### config.mk
export PLATFORM = sky130hd
export DESIGN_NAME = lm70_frame_reader_flat
export DESIGN_NICKNAME = d
export VERILOG_FILES = /design/src/rtl/lm70_frame_reader_if.sv /design/src/rtl/lm70_frame_reader.sv /design/src/flat_wrapper.sv
export SDC_FILE = /design/constraint.sdc
export NUM_CORES = 1
export LEC_CHECK = 0
export ABC_AREA = 1
export CAP_MARGIN = 40
export CORE_MARGIN = 4
export CORE_UTILIZATION = 31
export CTS_CLUSTER_DIAMETER = 50
export DETAILED_ROUTE_END_ITERATION = 10
export PLACE_DENSITY_LB_ADDON = 0.08
export REMOVE_ABC_BUFFERS = 1
export SETUP_SLACK_MARGIN = 0.5
export SLEW_MARGIN = 10
export SYNTH_ARGS = -nofsm -noshare
export SYNTH_HDL_FRONTEND = slang
export SYNTH_SLANG_ARGS = --single-unit
### constraint.sdc
create_clock -name clk -period 2.1 [get_ports clk]
set_clock_uncertainty 0.15 [all_clocks]
set_input_delay 0.42 -clock clk [delete_from_list [all_inputs] [get_ports clk]]
set_output_delay 0.42 -clock clk [all_outputs]
set_load 0.02 [all_outputs]
### src/rtl/lm70_frame_reader_if.sv
`default_nettype none
// ============================================================================
// Module      : lm70_frame_reader_if
// Description : Signal bundle between the LM70 frame reader and its
//               surroundings: the serial sensor pins, the frame enable and the
//               decoded temperature result bus.
//               master - the frame reader (drives CS/SCK and the results)
//               slave  - the sensor / display side (drives en_i and sio_i)
// Revision    : 1.0 - initial release
// ============================================================================
interface lm70_frame_reader_if;
    logic        en_i;       // run frames back-to-back while high
    logic        sio_i;      // LM70 SI/O, MSB first
    logic        cs_o;       // chip select, active-low
    logic        sck_o;      // SPI clock, idles low
    logic [15:0] frame_o;    // last captured raw frame
    logic [8:0]  temp_c_o;   // signed integer degC of last good frame
    logic [7:0]  temp_u8_o;  // temp_c_o clamped to 0..255
    logic        valid_o;    // one-cycle frame-complete strobe
    logic        err_o;      // frame integrity failure, with valid_o
    logic        busy_o;     // reader not idle

    modport master (
        input  en_i, sio_i,
        output cs_o, sck_o, frame_o, temp_c_o, temp_u8_o, valid_o, err_o, busy_o
    );

    modport slave (
        output en_i, sio_i,
        input  cs_o, sck_o, frame_o, temp_c_o, temp_u8_o, valid_o, err_o, busy_o
    );
endinterface
`default_nettype wire

### src/rtl/lm70_frame_reader.sv
`default_nettype none
// ============================================================================
// Module      : lm70_frame_reader
// Description : SPI master reading full 16-bit frames from an LM70 sensor.
//               Generates CS/SCK from clk, captures the frame MSB first and
//               publishes the signed integer degC value plus a clamped byte.
// Ports       : clk        - system clock, rising edge
//               rst        - synchronous reset, active-high
//               bus.en_i   - frames run back-to-back while high (IDLE only)
//               bus.sio_i  - sensor serial data
//               bus.cs_o / bus.sck_o           - SPI chip select / clock
//               bus.frame_o                    - last raw frame
//               bus.temp_c_o / bus.temp_u8_o   - last good temperature
//               bus.valid_o / bus.err_o        - completion / integrity strobes
//               bus.busy_o                     - state != IDLE
// Revision    : 1.0 - initial release
// ============================================================================
module lm70_frame_reader #(
    parameter int CLK_DIV    = 2,   // SCK half-period in clk cycles (>=1)
    parameter int GAP_CYCLES = 16   // CS-high cycles between frames (>=1)
) (
    input  logic                   clk,
    input  logic                   rst,
    lm70_frame_reader_if.master    bus
);

    // One counter serves both the SCK phase timer and the inter-frame gap.
    localparam int C_CNT_MAX = (CLK_DIV > GAP_CYCLES) ? CLK_DIV : GAP_CYCLES;
    localparam int C_CW      = $clog2(C_CNT_MAX + 1);
    localparam logic [C_CW-1:0] C_DIV_LAST = C_CW'(CLK_DIV - 1);
    localparam logic [C_CW-1:0] C_GAP_LAST = C_CW'(GAP_CYCLES - 1);
    localparam logic [C_CW-1:0] C_CNT_ONE  = C_CW'(1);

    typedef enum logic [1:0] {
        IDLE  = 2'd0,
        SETUP = 2'd1,
        SHIFT = 2'd2,
        GAP   = 2'd3
    } state_t;

    state_t            state_q,   state_d;
    logic [C_CW-1:0]   cnt_q,     cnt_d;
    logic [3:0]        bit_q,     bit_d;
    logic              sck_q,     sck_d;
    logic [15:0]       shift_q,   shift_d;
    logic [15:0]       frame_q,   frame_d;
    logic [8:0]        temp_c_q,  temp_c_d;
    logic [7:0]        temp_u8_q, temp_u8_d;
    logic              valid_q,   valid_d;
    logic              err_q,     err_d;

    always_ff @(posedge clk) begin
        if (rst) begin
            state_q   <= IDLE;
            cnt_q     <= '0;
            bit_q     <= '0;
            sck_q     <= 1'b0;
            shift_q   <= '0;
            frame_q   <= '0;
            temp_c_q  <= '0;
            temp_u8_q <= '0;
            valid_q   <= 1'b0;
            err_q     <= 1'b0;
        end else begin
            state_q   <= state_d;
            cnt_q     <= cnt_d;
            bit_q     <= bit_d;
            sck_q     <= sck_d;
            shift_q   <= shift_d;
            frame_q   <= frame_d;
            temp_c_q  <= temp_c_d;
            temp_u8_q <= temp_u8_d;
            valid_q   <= valid_d;
            err_q     <= err_d;
        end
    end

    always_comb begin
        state_d   = state_q;
        cnt_d     = cnt_q;
        bit_d     = bit_q;
        sck_d     = sck_q;
        shift_d   = shift_q;
        frame_d   = frame_q;
        temp_c_d  = temp_c_q;
        temp_u8_d = temp_u8_q;
        valid_d   = 1'b0;
        err_d     = 1'b0;

        case (state_q)
            IDLE: begin
                cnt_d = '0;
                sck_d = 1'b0;
                if (bus.en_i) begin
                    state_d = SETUP;
                end
            end

            SETUP: begin
                if (cnt_q == C_DIV_LAST) begin
                    cnt_d   = '0;
                    bit_d   = '0;
                    sck_d   = 1'b0;
                    state_d = SHIFT;
                end else begin
                    cnt_d = cnt_q + C_CNT_ONE;
                end
            end

            SHIFT: begin
                if (cnt_q == C_DIV_LAST) begin
                    cnt_d = '0;
                    if (!sck_q) begin
                        // Rising SCK: the sensor's bit is stable, take it.
                        sck_d   = 1'b1;
                        shift_d = {shift_q[14:0], bus.sio_i};
                    end else begin
                        sck_d = 1'b0;
                        if (bit_q == 4'd15) begin
                            // shift_q already holds all 16 bits here.
                            state_d = GAP;
                            bit_d   = '0;
                            frame_d = shift_q;
                            valid_d = 1'b1;
                            err_d   = (shift_q[4:2] != 3'b111);
                            if (shift_q[4:2] == 3'b111) begin
                                temp_c_d  = shift_q[15:7];
                                temp_u8_d = shift_q[15] ? 8'd0 : shift_q[14:7];
                            end
                        end else begin
                            bit_d = bit_q + 4'd1;
                        end
                    end
                end else begin
                    cnt_d = cnt_q + C_CNT_ONE;
                end
            end

            GAP: begin
                if (cnt_q == C_GAP_LAST) begin
                    cnt_d   = '0;
                    state_d = IDLE;
                end else begin
                    cnt_d = cnt_q + C_CNT_ONE;
                end
            end

            default: begin
                state_d = IDLE;
            end
        endcase
    end

    // CS and busy decode straight from the state register.
    assign bus.cs_o      = !((state_q == SETUP) || (state_q == SHIFT));
    assign bus.busy_o    = (state_q != IDLE);
    assign bus.sck_o     = sck_q;
    assign bus.frame_o   = frame_q;
    assign bus.temp_c_o  = temp_c_q;
    assign bus.temp_u8_o = temp_u8_q;
    assign bus.valid_o   = valid_q;
    assign bus.err_o     = err_q;

endmodule
`default_nettype wire
### src/flat_wrapper.sv
// flat-port wrapper written by rule: the top's interface ports become plain ports
module lm70_frame_reader_flat 
#(
    parameter int CLK_DIV    = 2,                                         
    parameter int GAP_CYCLES = 16                                         
)
  (clk, rst, bus_en_i, bus_sio_i, bus_cs_o, bus_sck_o, bus_frame_o, bus_temp_c_o, bus_temp_u8_o, bus_valid_o, bus_err_o, bus_busy_o);
  lm70_frame_reader_if bus_i ();
  input  logic clk;
  input  logic rst;
  input wire logic [$bits(bus_i.en_i)-1:0] bus_en_i;
  input wire logic [$bits(bus_i.sio_i)-1:0] bus_sio_i;
  output wire logic [$bits(bus_i.cs_o)-1:0] bus_cs_o;
  output wire logic [$bits(bus_i.sck_o)-1:0] bus_sck_o;
  output wire logic [$bits(bus_i.frame_o)-1:0] bus_frame_o;
  output wire logic [$bits(bus_i.temp_c_o)-1:0] bus_temp_c_o;
  output wire logic [$bits(bus_i.temp_u8_o)-1:0] bus_temp_u8_o;
  output wire logic [$bits(bus_i.valid_o)-1:0] bus_valid_o;
  output wire logic [$bits(bus_i.err_o)-1:0] bus_err_o;
  output wire logic [$bits(bus_i.busy_o)-1:0] bus_busy_o;
  assign bus_i.en_i = bus_en_i;
  assign bus_i.sio_i = bus_sio_i;
  assign bus_cs_o = bus_i.cs_o;
  assign bus_sck_o = bus_i.sck_o;
  assign bus_frame_o = bus_i.frame_o;
  assign bus_temp_c_o = bus_i.temp_c_o;
  assign bus_temp_u8_o = bus_i.temp_u8_o;
  assign bus_valid_o = bus_i.valid_o;
  assign bus_err_o = bus_i.err_o;
  assign bus_busy_o = bus_i.busy_o;
  lm70_frame_reader #(.CLK_DIV(CLK_DIV), .GAP_CYCLES(GAP_CYCLES)) u_core (.clk(clk), .rst(rst), .bus(bus_i));
endmodule
# Word-level counts from Yosys, hierarchy flattened
# Cells that the tools add are included.
# classes
shift,0
eq_ne,14
mux,21
magnitude_cmp,0
n_reduce_logical,15
n_addsub,2
n_div,0
multipliers,0
n_bitwise,4
# op_table
operator,count
4-bit 2-to-1 mux,4
5-bit one-hot mux with 3 select lines,1
2-bit 2-to-1 mux,6
5-bit 2-to-1 mux,2
"2-bit by 1-bit inequality test with 1-bit output, second input constant",5
8-bit 2-to-1 mux,1
2-bit one-hot mux with 4 select lines,1
4-bit one-hot mux with 2 select lines,1
4-bit AND reduction,2
3-bit AND reduction,2
6-bit AND reduction,1
"5-bit by 1-bit adder with 5-bit output, second input constant",1
"5-bit by 1-bit equality test with 1-bit output, second input constant",1
"5-bit by 4-bit equality test with 1-bit output, second input constant",1
5-bit AND reduction,1
5-bit OR reduction,1
"4-bit by 1-bit adder with 4-bit output, second input constant",1
"2-bit equality test, second input constant",2
"4-bit equality test, second input constant",1
1-bit 2-to-1 mux,4
1-bit NOT,4
2-bit nonzero test,2
4-bit OR reduction,1
"3-bit equality test, second input constant",1
other kinds (9),9
# word_totals
wordCells,66
ramBits,0
output_inout_bits,38
mem_bits_ro,0
latchBits,0
register_bits,63
memories,0
input_bits,4

# Logic depth before layout (Yosys ltp)
# Gate-level depths: netlist (run 1).
# logic_depth
word_depth,5
depth_mapped,12
depth_no_buf,12

# Worst setup path before layout (run 1)
# OpenSTA, ideal clock, no wires.
# synth_timing
path_kind,register -> register
from,register u_core.state_q[0]
to,register u_core.shift_q[11]
stages_incl_launch_ff,9
path_buffers,1
setup_time_ns,0.119
arrival_time_ns,1.369
synth_period_minus_slack_ns,1.639
slack_ns,0.461
t_required_ns,1.831
path_cell_list,dfxtp_1 > inv_1 > ha_1 > nand2_1 > inv_2 > nand2_2 > buf_2 > o21ai_0 > a21oi_1
# synth_via
elab_chain_cells,2
# synth_lines
item,line,source
start: declaration,lm70_frame_reader.sv:41,"state_t state_q, state_d;"
start signal: assignment,lm70_frame_reader.sv:65,state_q <= state_d;
2-bit equality test,lm70_frame_reader.sv:90,case (state_q)
3-bit AND reduction (no source line),-,
end signal: assignment,lm70_frame_reader.sv:69,shift_q <= shift_d;
end: declaration,lm70_frame_reader.sv:45,"logic [15:0] shift_q, shift_d;"
# Every way passes these cells.
# A chain may end at the register's enable or synchronous reset.

# Worst setup path after layout (run 1)
# layout_timing
from,register u_core.state_q[0]
to,output bus_cs_o
# layout_via
elab_chain_cells,3
word_cells_on_any_way,4
classes_between,eq/ne (2); reduce/logical (2)
# layout_lines
item,line,source
2-bit by 1-bit equality test with 1-bit output / 2-bit equality test (equally long branches),lm70_frame_reader.sv:155,assign bus.cs_o = !((state_q == SETUP) || (state_q == SHIFT));
1-bit logical OR *,lm70_frame_reader.sv:155,
1-bit zero test *,lm70_frame_reader.sv:155,
end: declaration,flat_wrapper.sv:13,output wire logic [$bits(bus_i.cs_o)-1:0] bus_cs_o;
# Mark *: on every way between the ends. The rest lies on a longest branch, timed or not.

==> results of run 1 <==
[repair_timing]
action,CTS,global route
endpoints found under the setup margin,99,93
buffers inserted,11,8
gates cloned,0,3
endpoints found under the hold margin,0,0
hold buffers,0,0
gates resized for setup,114,96
pin swaps,6,18
[power groups by stage]
stage	Clock, mW	Sequential, mW	Combinational [mW]
3_3_place_gp	0	1.31	0.820
6_report	1.06	1.31	1.43
2_1_floorplan	0	1.33	0.508
4_1_cts	1.10	1.30	1.05
5_1_grt	1.15	1.31	1.57
3_5_place_dp	0	1.31	0.820
[area by class of cell]
type,instances,area [um2],area share (%)
multi-input combinational,241,1470,38.2
sequential,63,1280,33.3
timing repair buffer,72,603,15.7
inverter,39,159,4.14
clock buffer,10,138,3.59
tap,105,131,3.43
clock inverter,6,60.1,1.57
[per-stage QoR]
stage | hold WS, ps | total power, mW | util [%] | instances
global placement | 300 | 2.13 | 38.6 | 498
global route | 330 | 4.04 | 45.8 | 536
CTS | 306 | 3.45 | 43.2 | 525
detailed placement | 308 | 2.13 | 38.6 | 498
finish | 316 | 3.80 | 45.8 | 536
floorplan | 283 | 1.84 | - | 342
[critical path, cell delays in order, from the launching register on]
cell and delay (ps):
dfxtp_2 350, inv_4 60, ha_4 270, inv_4 30, buf_6 120
[cells in the final DEF, fill, tap and decap left out, drive strengths merged]
cell           count
xnor2              1
xor2               1
a21oi             49
inv               38
clkdlybuf4s50      3
nand4             14
nand2             66
clkdlybuf4s15      9
nor3b              1
bufinv             1
ha                11
nor2              51
o21ai             11
clkinvlp           2
buf               34
nor3              12
clkinv             4
nand3             23
or2                1
dfxtp             63
clkbuf            36
[state kept, by name (all words and copies together), names as in the netlist]
signal / cells
u_core.bus.err_o: 1
u_core.bus.frame_o: 16
u_core.bus.sck_o: 1
u_core.cnt_q: 5
u_core.bit_q: 4
u_core.shift_q: 16
u_core.state_q: 2
u_core.bus.temp_c_o: 9
u_core.bus.valid_o: 1
u_core.bus.temp_u8_o: 8
[final timing paths]
check	from	end	slack, ps
worst max register to register	u_core.cnt_q[0]	u_core.state_q[1]	510
worst min-delay path	u_core.bus.temp_u8_o[2]	u_core.bus.temp_u8_o[2]	320
worst min register to register	u_core.bus.temp_u8_o[2]	u_core.bus.temp_u8_o[2]	320
worst max-delay path	u_core.state_q[0]	bus_cs_o	350
[per-layer routing]
metal | vias to the layer above | global-route usage [%]
met5 | - | 0
met4 | 0 | 5.32
met3 | 15 | 4.55
met2 | 44 | 21.6
met1 | 1162 | 18.0
li1 | 1308 | -
[kinds of logic (layout without fill, tap and decap cells)]
group                      count (synthesis)  after routing  share of synthesized area (%)
DFF                                       63             63                           46.4
buffers and inverters                     57            127                           9.43
and+or+nand+nor                          167            168                           27.5
xor gates and xnor gates                   2              2                          0.644
adders and majority gates                 11             11                           5.06
AOI/OAI and AO/OA                         60             60                           11.0
==> results.py, run 1 <==
metrics = {
    "global_routing": {
        "first_global_vias": 2324,
        "grt_usage_pct": 13.9,
        "grt_first_pass_wirelength_um": 11200,
        "grt_overflow": 0,
        "grt_max_degree": 43,
        "antenna_found_initial": 0,
    },
    "routing": {
        "vias": 2529,
        "drc_errors": 0,
        "dr.first_iter.drc_count": 119,
        "met2_length_um": 3340,
        "drt-wirelength-per-cell_um": 13.5,
        "vias_per_cell": 4.72,
        "dr_wl_met3_um": 342,
        "wl_um": 7250,
        "dr.pass1.iters": 4,
        "topRoutingLayerUsed": "met4",
        "ant_nets": 0,
        "met1_length_um": 3430,
    },
    "layout": {
        "final_nets": 441,
        "antenna_cells": 0,
        "layout-drive-gt1-share_pct": 32.5,
        "design_area_um2": 3830,
        "syn_to_final_growth_pct": 41.0,
        "fillerInstances": 869,
    },
    "critical_path": {
        "critical_path.startpoint_type": "register",
        "r2r_cells": 11,
        "path_class": "register to output pin",
        "cp_max_fo": 4,
        "critPathCaptureType": "output pin",
        "worstPathArrival_ps": 1180,
        "cp_data_required_time_ps": 1530,
    },
    "synth": {
        "synth_top_area_cell": "dfxtp_1",
        "seq_area_frac_synth_pct": 46.4,
        "synth-main-ff-cell": "dfxtp_1",
        "syn-cell-area_um2": 2720,
        "synth-edff-count": 0,
        "synth.avg_cell_area_um2": 7.56,
        "synth_cell_types": 25,
        "synthTopCellsByArea": "dfxtp_1 46%, a21oi_1 9.0%, nand2_1 8.7%",
        "netlist.area_leader.share_pct": 46.4,
        "yosys_warnings": 0,
        "async_flop_share_pct": 0,
        "ys_top_cells_by_count": "63 x dfxtp_1, 63 x nand2_1, 49 x a21oi_1, 49 x nor2_1, 36 x inv_1",
        "synth_cells": 360,
        "yosys_register_bits": 63,
    },
    "clock_network": {
        "root_buffer": "clkbuf_8",
        "cts_sinks": 63,
        "clk_path_buf_depth": 2,
        "htreeDepth": 3,
        "clk_pin_slew_ps": 70,
        "clk_latency_ps": 350,
        "cts_buffers": 9,
        "tritoncts": "done",
    },
    "pwr": {
        "cellPowerDensity_nw_per_um2": 991,
        "clkPwrFrac_pct": 28.0,
        "power_frac_seq_pct": 34.4,
        "combPwrFrac_pct": 37.5,
        "power.switching_mw": 1.33,
        "p_leak_nw": 1.59,
        "p_int_mw": 2.46,
        "ir_worst_vdd_uv": 429,
        "p_sw_share_pct": 35.1,
    },
    "run": {
        "drv_cap": 0,
    },
    "hold_path": {
        "hold-path-cell-count": 2,
        "min_path_type": "register to register",
    },
    "floorplan": {
        "dieArea_um2": 10300,
        "die_height_um": 102,
        "fp-row-count": 33,
        "ios": 42,
        "initial_core_util_pct": 32.5,
        "coreArea_um2": 8380,
        "fp.dieW_um": 102,
    },
    "timing": {
        "rsz0062_at_grt": "yes",
        "slew_violations": 0,
        "min_period_ps": 1750,
        "max_slew_margin_pct": 62.6,
        "fmax_mhz": 573,
        "setup_viol": 0,
        "worst_pin_slew_ps": 560,
        "worst_slack_ps": 355,
        "final_hold_viol_count": 0,
        "min_period_over_period_pct": 83.1,
        "final.setup.tns_ps": 0,
    },
    "placement": {
        "gp_congestion": 0.762,
        "pre_cts_slack_ps": 71.1,
        "numPortBuffers": 41,
        "place_area_um2": 3240,
        "dp_hpwl_um": 4430,
    },
    "outcome": {
        "status": "finished, final reports clean",
    },
}
No activity file was read; power rests on OpenSTA's default activity.
==> inputs of run 2 (changes only) <==
==> constraint.sdc (replaced) <==
create_clock -name clk -period 1.6 [get_ports clk]
set_clock_uncertainty 0.15 [all_clocks]
set_input_delay 0.32 -clock clk [delete_from_list [all_inputs] [get_ports clk]]
set_output_delay 0.32 -clock clk [all_outputs]
set_load 0.02 [all_outputs]
==> results.py, run 2 (same netlist as run 1, synthesis figures left out) <==
metrics = {
    "global_routing": {
        "first_global_vias": 2526,
        "grt_overflow": 0,
        "grt_first_pass_wirelength_um": 12400,
        "grt_usage_pct": 15.2,
        "antenna_found_initial": 0,
        "grt_max_degree": 25,
    },
    "clock_network": {
        "clk_latency_ps": 330,
        "cts_sinks": 63,
        "root_buffer": "clkbuf_8",
        "cts_buffers": 9,
        "clk_path_buf_depth": 2,
        "clk_pin_slew_ps": 70,
        "htreeDepth": 3,
        "tritoncts": "done",
    },
    "critical_path": {
        "worstPathArrival_ps": 1720,
        "path_buf_inv": 4,
        "path_common_cell": "buf_12",
        "cp_max_fo": 5,
        "critPathCaptureType": "register",
        "cp_data_required_time_ps": 1670,
        "cp_slowest_cell": "dfxtp_2",
        "critical_path.startpoint_type": "register",
        "path_cells": "inv_2, buf_6, ha_4, nand2_4, nor2_4, buf_12, buf_12, nand2_8, nor2_2, nor3_1",
        "path_class": "register to register",
        "slowest_delay_ps": 330,
        "cpLargestDelayFamily": "simple AND/OR/NAND/NOR gates",
    },
    "layout": {
        "final_nets": 476,
        "final_common_cell": "nand2_1",
        "antenna_cells": 0,
        "layout_common_cells": "48 x nand2_1, 46 x buf_6, 41 x buf_4",
        "layout-drive-gt1-share_pct": 54.5,
        "syn_to_final_growth_pct": 70.9,
    },
    "timing": {
        "min_period_over_period_pct": 103,
        "final_hold_viol_count": 0,
        "slew_violations": 0,
        "rsz0062_at_grt": "yes",
        "fmax_mhz": 607,
        "min_period_ps": 1650,
        "final.setup.tns_ps": -354,
        "max_slew_margin_pct": 69.6,
        "setup_viol": 15,
        "worst_pin_slew_ps": 455,
        "worst_slack_ps": -46.6,
    },
    "routing": {
        "drt-wirelength-per-cell_um": 13.7,
        "wl_um": 7800,
        "met1_length_um": 3740,
        "dr.pass1.iters": 4,
        "met2_length_um": 3690,
        "vias_per_cell": 4.71,
        "vias": 2688,
        "dr.first_iter.drc_count": 92,
        "topRoutingLayerUsed": "met4",
        "dr_wl_met3_um": 301,
        "drc_errors": 0,
        "ant_nets": 0,
    },
    "placement": {
        "gp_congestion": 0.754,
        "numPortBuffers": 41,
        "dp_hpwl_um": 4720,
    },
    "pwr": {
        "p_total_mw": 5.35,
        "cellPowerDensity_nw_per_um2": 1150,
        "ir_worst_vdd_uv": 657,
        "p_leak_nw": 1.92,
    },
    "floorplan": {
        "initial_core_util_pct": 32.5,
        "coreArea_um2": 8380,
        "fp.dieW_um": 102,
        "ios": 42,
        "fp-row-count": 33,
        "die_height_um": 102,
        "dieArea_um2": 10300,
    },
    "outcome": {
        "violations": "negative setup slack",
        "status": "finished with violations",
    },
    "run": {
        "drv_cap": 0,
    },
    "hold_path": {
        "min_path_type": "register to register",
    },
}
run 2: report_power, final:
group	switching, mW	internal (mW)	total [mW]	leakage [nW]
combinational	1.13	1.15	2.28	1.29
clock	0.633	0.714	1.35	0.0960
sequential	0.0794	1.64	1.72	0.529
total	1.84	3.50	5.35	1.92
run 2: path summary, 6_finish.rpt:
kind	from	to	slack, ps	depth (start not counted)
hold / removal	u_core.bus.frame_o[7]	u_core.bus.frame_o[7]	310	2
setup / recovery	u_core.state_q[0]	u_core.bus.frame_o[4]	-50	10
setup reg to reg	u_core.state_q[0]	u_core.bus.frame_o[4]	-50	10
hold reg to reg	u_core.bus.frame_o[7]	u_core.bus.frame_o[7]	310	2
run 2: area by class of cell:
type / instances / area [um2]
Clock buffer: 10 / 128
Clock inverter: 6 / 61.3
Fill cell: 796 / 3730
Inverter: 39 / 149
Multi-Input combinational cell: 243 / 1680
Sequential cell: 63 / 1320
Tap cell: 105 / 131
Timing Repair Buffer: 105 / 1180
run 2: worst min-delay path, cell delays in order, from the launching register on:
cell,delay [ps]
dfxtp_2,330
nand2_2,60
a21oi_2,40
run 2: per-stage QoR:
stage | hold WS [ps] | instances | setup slack, ps | utilization [%] | cell area [um2]
3_5_place_dp | 308 | 524 | -214 | 41.4 | 3470
6_report | 314 | 571 | -46.6 | 55.5 | 4650
2_1_floorplan | 239 | 342 | -441 | - | 2610
5_1_grt | 333 | 571 | -117 | 55.5 | 4650
3_3_place_gp | 300 | 524 | -195 | 41.4 | 3470
4_1_cts | 319 | 556 | -22.3 | 50.3 | 4220
run 2: repair_timing:
| action | CTS | global route |
|---|---|---|
| resized for setup | 341 | 75 |
| hold endpoints to repair | 0 | 0 |
| setup buffers | 11 | 13 |
| cloned | 5 | 2 |
| pin swaps | 20 | 26 |
| hold buffers | 0 | 0 |
| endpoints found under the setup margin | 101 | 101 |
run 2: per-layer routing:
layer / vias up / global-route usage (%)
met2: 39 / 23.6
met1: 1252 / 20.8
met3: 6 / 3.17
met5: - / 0
met4: 0 / 5.83
li1: 1391 / -
